### src/rtl/median_pkg.sv
// Shared types and constants for the 3x3 median stream filter.
package median_pkg;

  typedef enum logic {
    FILL   = 1'b0,
    ACTIVE = 1'b1
  } state_t;

  localparam int MED_LAT = 3;

endpackage

### src/rtl/median9_sort.sv
// Exact median of nine unsigned values, three registered stages.
// Stage 1 sorts each triple, stage 2 reduces to the anti-diagonal, stage 3 takes its median.
module median9_sort #(
  parameter int DATA_WIDTH = 8
) (
  input  logic                    clk,
  input  logic                    reset,
  input  logic                    en,
  input  logic                    valid,
  input  logic [9*DATA_WIDTH-1:0] data_in,
  output logic [DATA_WIDTH-1:0]   data_out,
  output logic                    valid_out
);

  typedef logic [DATA_WIDTH-1:0] pix_t;

  function automatic pix_t f_min(input pix_t a, input pix_t b);
    return (a < b) ? a : b;
  endfunction

  function automatic pix_t f_max(input pix_t a, input pix_t b);
    return (a < b) ? b : a;
  endfunction

  function automatic pix_t f_med3(input pix_t a, input pix_t b, input pix_t c);
    return f_max(f_min(a, b), f_min(f_max(a, b), c));
  endfunction

  pix_t w_pix [9];
  pix_t r_lo  [3];
  pix_t r_mid [3];
  pix_t r_hi  [3];
  pix_t r_a, r_b, r_c;
  logic r_v1, r_v2;

  always_comb begin
    for (int i = 0; i < 9; i++) w_pix[i] = data_in[i*DATA_WIDTH +: DATA_WIDTH];
  end

  always_ff @(posedge clk) begin
    if (reset) begin
      r_v1      <= 1'b0;
      r_v2      <= 1'b0;
      valid_out <= 1'b0;
      data_out  <= '0;
    end else if (en) begin
      r_v1      <= valid;
      r_v2      <= r_v1;
      valid_out <= r_v2;
      if (r_v2) data_out <= f_med3(r_a, r_b, r_c);
    end
  end

  // data stages only load behind a valid tag so bubbles leave the last result in place
  always_ff @(posedge clk) begin
    if (!reset && en) begin
      if (valid) begin
        for (int k = 0; k < 3; k++) begin
          r_lo[k]  <= f_min(f_min(w_pix[3*k], w_pix[3*k+1]), w_pix[3*k+2]);
          r_mid[k] <= f_med3(w_pix[3*k], w_pix[3*k+1], w_pix[3*k+2]);
          r_hi[k]  <= f_max(f_max(w_pix[3*k], w_pix[3*k+1]), w_pix[3*k+2]);
        end
      end
      if (r_v1) begin
        r_a <= f_max(f_max(r_lo[0], r_lo[1]), r_lo[2]);
        r_b <= f_med3(r_mid[0], r_mid[1], r_mid[2]);
        r_c <= f_min(f_min(r_hi[0], r_hi[1]), r_hi[2]);
      end
    end
  end

endmodule

### src/rtl/median3x3_stream.sv
// Streaming 3x3 median filter over raster frames; interior pixels only.
// Optional SOF_OUT/EOF_OUT frame flags when MEDIAN_FRAME_FLAGS_EN is defined.
module median3x3_stream
  import median_pkg::*;
#(
  parameter int DATA_WIDTH = 8,
  parameter int IMG_W      = 256,
  parameter int IMG_H      = 256
) (
  input  logic                  clk,
  input  logic                  reset,
  input  logic                  en,
  input  logic                  Valid_IN,
  input  logic [DATA_WIDTH-1:0] DATA_IN,
  output logic [DATA_WIDTH-1:0] DATA_OUT,
`ifdef MEDIAN_FRAME_FLAGS_EN
  output logic                  SOF_OUT,
  output logic                  EOF_OUT,
`endif
  output logic                  Valid_OUT
);

  localparam int CW = $clog2(IMG_W);
  localparam int RW = $clog2(IMG_H);
  localparam logic [CW-1:0] COL_LAST = CW'(IMG_W - 1);
  localparam logic [RW-1:0] ROW_LAST = RW'(IMG_H - 1);
  localparam logic [CW-1:0] COL_TWO  = CW'(2);
  localparam logic [RW-1:0] ROW_ONE  = RW'(1);
  localparam logic [RW-1:0] ROW_TWO  = RW'(2);

  state_t                r_state;
  logic [CW-1:0]         r_col;
  logic [RW-1:0]         r_row;
  logic [DATA_WIDTH-1:0] r_line1 [IMG_W];
  logic [DATA_WIDTH-1:0] r_line2 [IMG_W];
  logic [DATA_WIDTH-1:0] r_win   [9];
  logic                  r_win_valid;
  logic                  w_accept;
  logic                  w_col_last;
  logic                  w_row_last;
  logic [9*DATA_WIDTH-1:0] w_win_flat;

  assign w_accept   = en & Valid_IN;
  assign w_col_last = (r_col == COL_LAST);
  assign w_row_last = (r_row == ROW_LAST);

  always_ff @(posedge clk) begin
    if (reset) begin
      r_col       <= '0;
      r_row       <= '0;
      r_state     <= FILL;
      r_win_valid <= 1'b0;
    end else if (en) begin
      r_win_valid <= w_accept && (r_state == ACTIVE) && (r_col >= COL_TWO);
      if (w_accept) begin
        if (w_col_last) begin
          r_col <= '0;
          if (w_row_last) begin
            r_row   <= '0;
            r_state <= FILL;
          end else begin
            r_row <= r_row + RW'(1);
            if (r_row == ROW_ONE) r_state <= ACTIVE;
          end
        end else begin
          r_col <= r_col + CW'(1);
        end
      end
    end
  end

  // window columns are {top, mid, bottom}; index 0..2 is the oldest column
  always_ff @(posedge clk) begin
    if (!reset && w_accept) begin
      r_line1[r_col] <= DATA_IN;
      r_line2[r_col] <= r_line1[r_col];
      for (int i = 0; i < 6; i++) r_win[i] <= r_win[i+3];
      r_win[6] <= r_line2[r_col];
      r_win[7] <= r_line1[r_col];
      r_win[8] <= DATA_IN;
    end
  end

  always_comb begin
    for (int i = 0; i < 9; i++) w_win_flat[i*DATA_WIDTH +: DATA_WIDTH] = r_win[i];
  end

  median9_sort #(.DATA_WIDTH(DATA_WIDTH)) u_sort (
    .clk      (clk),
    .reset    (reset),
    .en       (en),
    .valid    (r_win_valid),
    .data_in  (w_win_flat),
    .data_out (DATA_OUT),
    .valid_out(Valid_OUT)
  );

`ifdef MEDIAN_FRAME_FLAGS_EN
  logic       r_win_sof, r_win_eof;
  logic [1:0] r_sof_pipe, r_eof_pipe;

  // flags ride alongside the sorter so they line up with Valid_OUT
  always_ff @(posedge clk) begin
    if (reset) begin
      r_win_sof  <= 1'b0;
      r_win_eof  <= 1'b0;
      r_sof_pipe <= '0;
      r_eof_pipe <= '0;
      SOF_OUT    <= 1'b0;
      EOF_OUT    <= 1'b0;
    end else if (en) begin
      r_win_sof  <= w_accept && (r_row == ROW_TWO) && (r_col == COL_TWO);
      r_win_eof  <= w_accept && w_row_last && w_col_last;
      r_sof_pipe <= {r_sof_pipe[0], r_win_sof};
      r_eof_pipe <= {r_eof_pipe[0], r_win_eof};
      SOF_OUT    <= r_sof_pipe[1];
      EOF_OUT    <= r_eof_pipe[1];
    end
  end
`endif

endmodule

### config.mk
export PLATFORM = sky130hd
export DESIGN_NAME = median3x3_stream
export DESIGN_NICKNAME = d
export VERILOG_FILES = /design/src/rtl/median_pkg.sv /design/src/rtl/median9_sort.sv /design/src/rtl/median3x3_stream.sv
export SDC_FILE = /design/constraint.sdc
export NUM_CORES = 2
export LEC_CHECK = 0
export BUFFER_PORTS_ARGS = -buffer_cell sky130_fd_sc_hd__buf_2
export CAP_MARGIN = 20
export CORE_AREA = 10 10 471 933
export DETAILED_ROUTE_END_ITERATION = 16
export DIE_AREA = 0 0 481 943
export PLACE_DENSITY = 0.51
export SYNTH_ARGS = -nofsm -noshare
export SYNTH_HDL_FRONTEND = slang
export SYNTH_MEMORY_MAX_BITS = 65536
export SYNTH_SLANG_ARGS = --single-unit
### constraint.sdc
create_clock -name clk -period 25.2 [get_ports clk]
set_input_delay 0 -clock clk [delete_from_list [all_inputs] [get_ports clk]]
set_output_delay 0 -clock clk [all_outputs]
set_load 0.1 [all_outputs]
==> metrics.yaml <==
cp.arrival_ps: 8010
multi_input_area_um2: 38900
grt_max_degree: 120
syn_area_um2: 169000
path_class: "reg2reg"
hold_class: "in2reg"
wirelength_mm: 453
post-route-drc-count: 0
clk_path_buf_depth: 4
fillCellCount: 35460
fin_tns_setup_ps: 0
io_buffers: 20
ys_warn_count: 0
fp.dieH_um: 943
async_flop_share: 0
numCtsBuffers: 392
place.gp.congestion: 0.778
std_cell_rows: 339
pwr-share-clk: 0.416
max_slew_margin: 0.105
min_period_over_period: 0.296
seq_area_um2: 129000
grt_pass1_vias: 81518
finClkSkew_ps: 66.4
cts.clk_slew.worst_paths_ps: 70
cap_violations: 0
outcome: "finished, final reports clean"
cts_resized: 0
ys_seq_elements: 4301
dieArea_um2: 454000
worstPathRequired_ps: 25760
ys.flop_type: "edfxtp_1"
post_cts_buffers: 0
crit_chain: "buf_12, buf_4, buf_4, buf_4, mux4_2, mux4_2, a22oi_1, nand2_1, a22oi_1, o221ai_4, buf_4, buf_4"
dr_total_vias: 78928
fp.dieW_um: 481
layout-drive-gt1-share: 0.298
timing.final.crit_period_ps: 7460
ios: 21
power.switching_mw: 3.02
ir_worst_vdd_v: 0.0000713
drtPass1Iterations: 5
drt-initial-drc-count: 8110
clk_latency_ps: 960
comb_power_share: 0.039
pwr_density_cell_nw_per_um2: 75.6
vias_per_cell: 5.69
rsz0062_at_grt: "no"
avgRoutedWirePerCell_um: 32.7
hpwl_mm: 260
tightest_slew_ps: 1340
yosysSeqAreaShare: 0.761
max_freq_ghz: 0.134
ant_nets: 0
start_kind: "register"
synth_cells: 7468
yosysUniqueCellTypes: 68
cp_max_fo: 83
power_leakage_nw: 58.5
crit_path_max_incr_delay_ps: 780
crit_slowest_cell: "buf_4"
hold_viol: 0
seqPwrFrac: 0.545
syn_avg_cell_area_um2: 22.7
holdWs_ps: 162
grt_pass1_wl_mm: 642
syn_to_final_growth_pct: 13.2
p_int_mw: 11.5
start_util: 0.399
crit_top_cell: "buf_4"
cts_tree: "built"
setup_violations: 0
core_um2: 425000
cts.hold.buffers_added: 14
antenna_found_initial: 13
crit_path_end_kind: "register"
root_buffer: "clkbuf_16"
slew_violations: 0
h-tree-depth: 5
track_usage: 0.197
grt_overflow: 0
syn_nets: 7640
nets: 8080
finish.utilization: 0.451
p_sw_frac: 0.209
synth-edff-count: 4264
cts_sinks: 4301
==> cells by family (layout without fill, tap and decap cells) <==
group,count (synthesis),in the layout,share of synthesized area
buffers and inverters,531,1291,0.0129
adder cells (fa/ha/maj),160,160,0.0118
XOR/XNOR,9,9,0.000466
AND/OR/NAND/NOR,597,597,0.0152
AO/OA/AOI/OAI,431,431,0.0183
multiplexers,1439,1439,0.180
flip-flops,4301,4301,0.761
other,0,6,0
==> worst paths after layout <==
check | start | end | slack, ps | cells past startpoint
max reg2reg | register | r_line2[67][4] | 17740 | 12
min | DATA_IN[1] | r_line1[138][1] | 160 | 2
min reg2reg | u_sort.data_out[1] | u_sort.data_out[1] | 480 | 2
max | register | r_line2[67][4] | 17740 | 12
==> worst max-delay path, delay by kind of cell (launching register included) <==
kind            cells  cell delay, ps
compound gates      3             970
buf+inv             6            3480
flops               1             770
mux                 2            1070
simple gates        1             230
==> flip-flops by register name, indices dropped and copies added, names as in the netlist, 8 cells and up, named ones only <==
name / count
u_sort.r_lo: 24
u_sort.data_out: 8
u_sort.r_hi: 24
r_row: 8
u_sort.r_c: 8
r_win: 72
r_col: 8
u_sort.r_mid: 24
r_line1: 2048
u_sort.r_a: 8
r_line2: 2048
u_sort.r_b: 8
==> per-stage QoR <==
step / setup slack (ps) / area, µm² / instances / power, mW
after floorplan: 14350 / 169000 / 7468 / 8.44
after global placement: 17630 / 178000 / 13109 / 8.62
after detailed placement: 17590 / 179000 / 13120 / 8.63
after CTS: 17570 / 191000 / 13848 / 14.6
after global routing: 17140 / 192000 / 13856 / 14.9
final: 17740 / 192000 / 13860 / 14.5
==> per-layer routing <==
layer,global-route usage,vias to the layer above,routed length [µm]
met5,0,-,13
met3,0.0251,560,24000
met1,0.278,43391,192000
li1,-,32613,-
met4,0.0560,2,14800
met2,0.324,2362,222000
==> cells in the mapped netlist (19+ instances only) <==
library cell,number,area share
mux4_2,1280,0.17
a21oi_1,57,0.0017
nand3_1,23,0.00068
nand4_1,19,0.00070
buf_2,108,0.0032
ha_1,160,0.012
clkbuf_1,228,0.0051
dfxtp_1,37,0.0044
a21o_1,29,0.0013
o21ai_0,87,0.0026
edfxtp_1,4264,0.76
mux2_2,49,0.0033
nor2_1,310,0.0069
inv_1,152,0.0034
nand2_1,154,0.0034
a22oi_1,80,0.0035
a22o_1,32,0.0017
a221oi_1,34,0.0018
mux2i_1,108,0.0064
nand2b_1,21,0.00078
buf_1,31,0.00069
==> final cells by class <==
cell class / instances / area share
Sequential cell: 4301 / 0.672
Multi-Input combinational cell: 2636 / 0.203
Clock buffer: 469 / 0.0535
Tap cell: 5626 / 0.0367
Timing Repair Buffer: 425 / 0.0186
Clock inverter: 245 / 0.0129
Inverter: 152 / 0.00298
Antenna cell: 6 / 0.0000784
==> power groups by stage <==
stage | clock, mW | combinational, mW | sequential (mW)
CTS | 6.17 | 0.582 | 7.89
finish | 6.03 | 0.571 | 7.89
global route | 6.44 | 0.615 | 7.89
floorplan | 0 | 0.352 | 8.09
detailed placement | 0 | 0.579 | 8.05
global placement | 0 | 0.573 | 8.05
==> layout by cell type, fill, tap and decap left out, drive strengths merged, types with 51 or more instances in the layout <==
cell / netlist / layout
o21ai: 100 / 100
mux2: 51 / 51
a22oi: 80 / 80
clkinv: 0 / 153
inv: 152 / 165
clkbuf: 228 / 470
mux4: 1280 / 1280
buf: 151 / 410
mux2i: 108 / 108
nand2: 154 / 154
edfxtp: 4264 / 4264
ha: 160 / 160
a21oi: 60 / 60
nor2: 310 / 310
(Power assumes the default switching activity.)
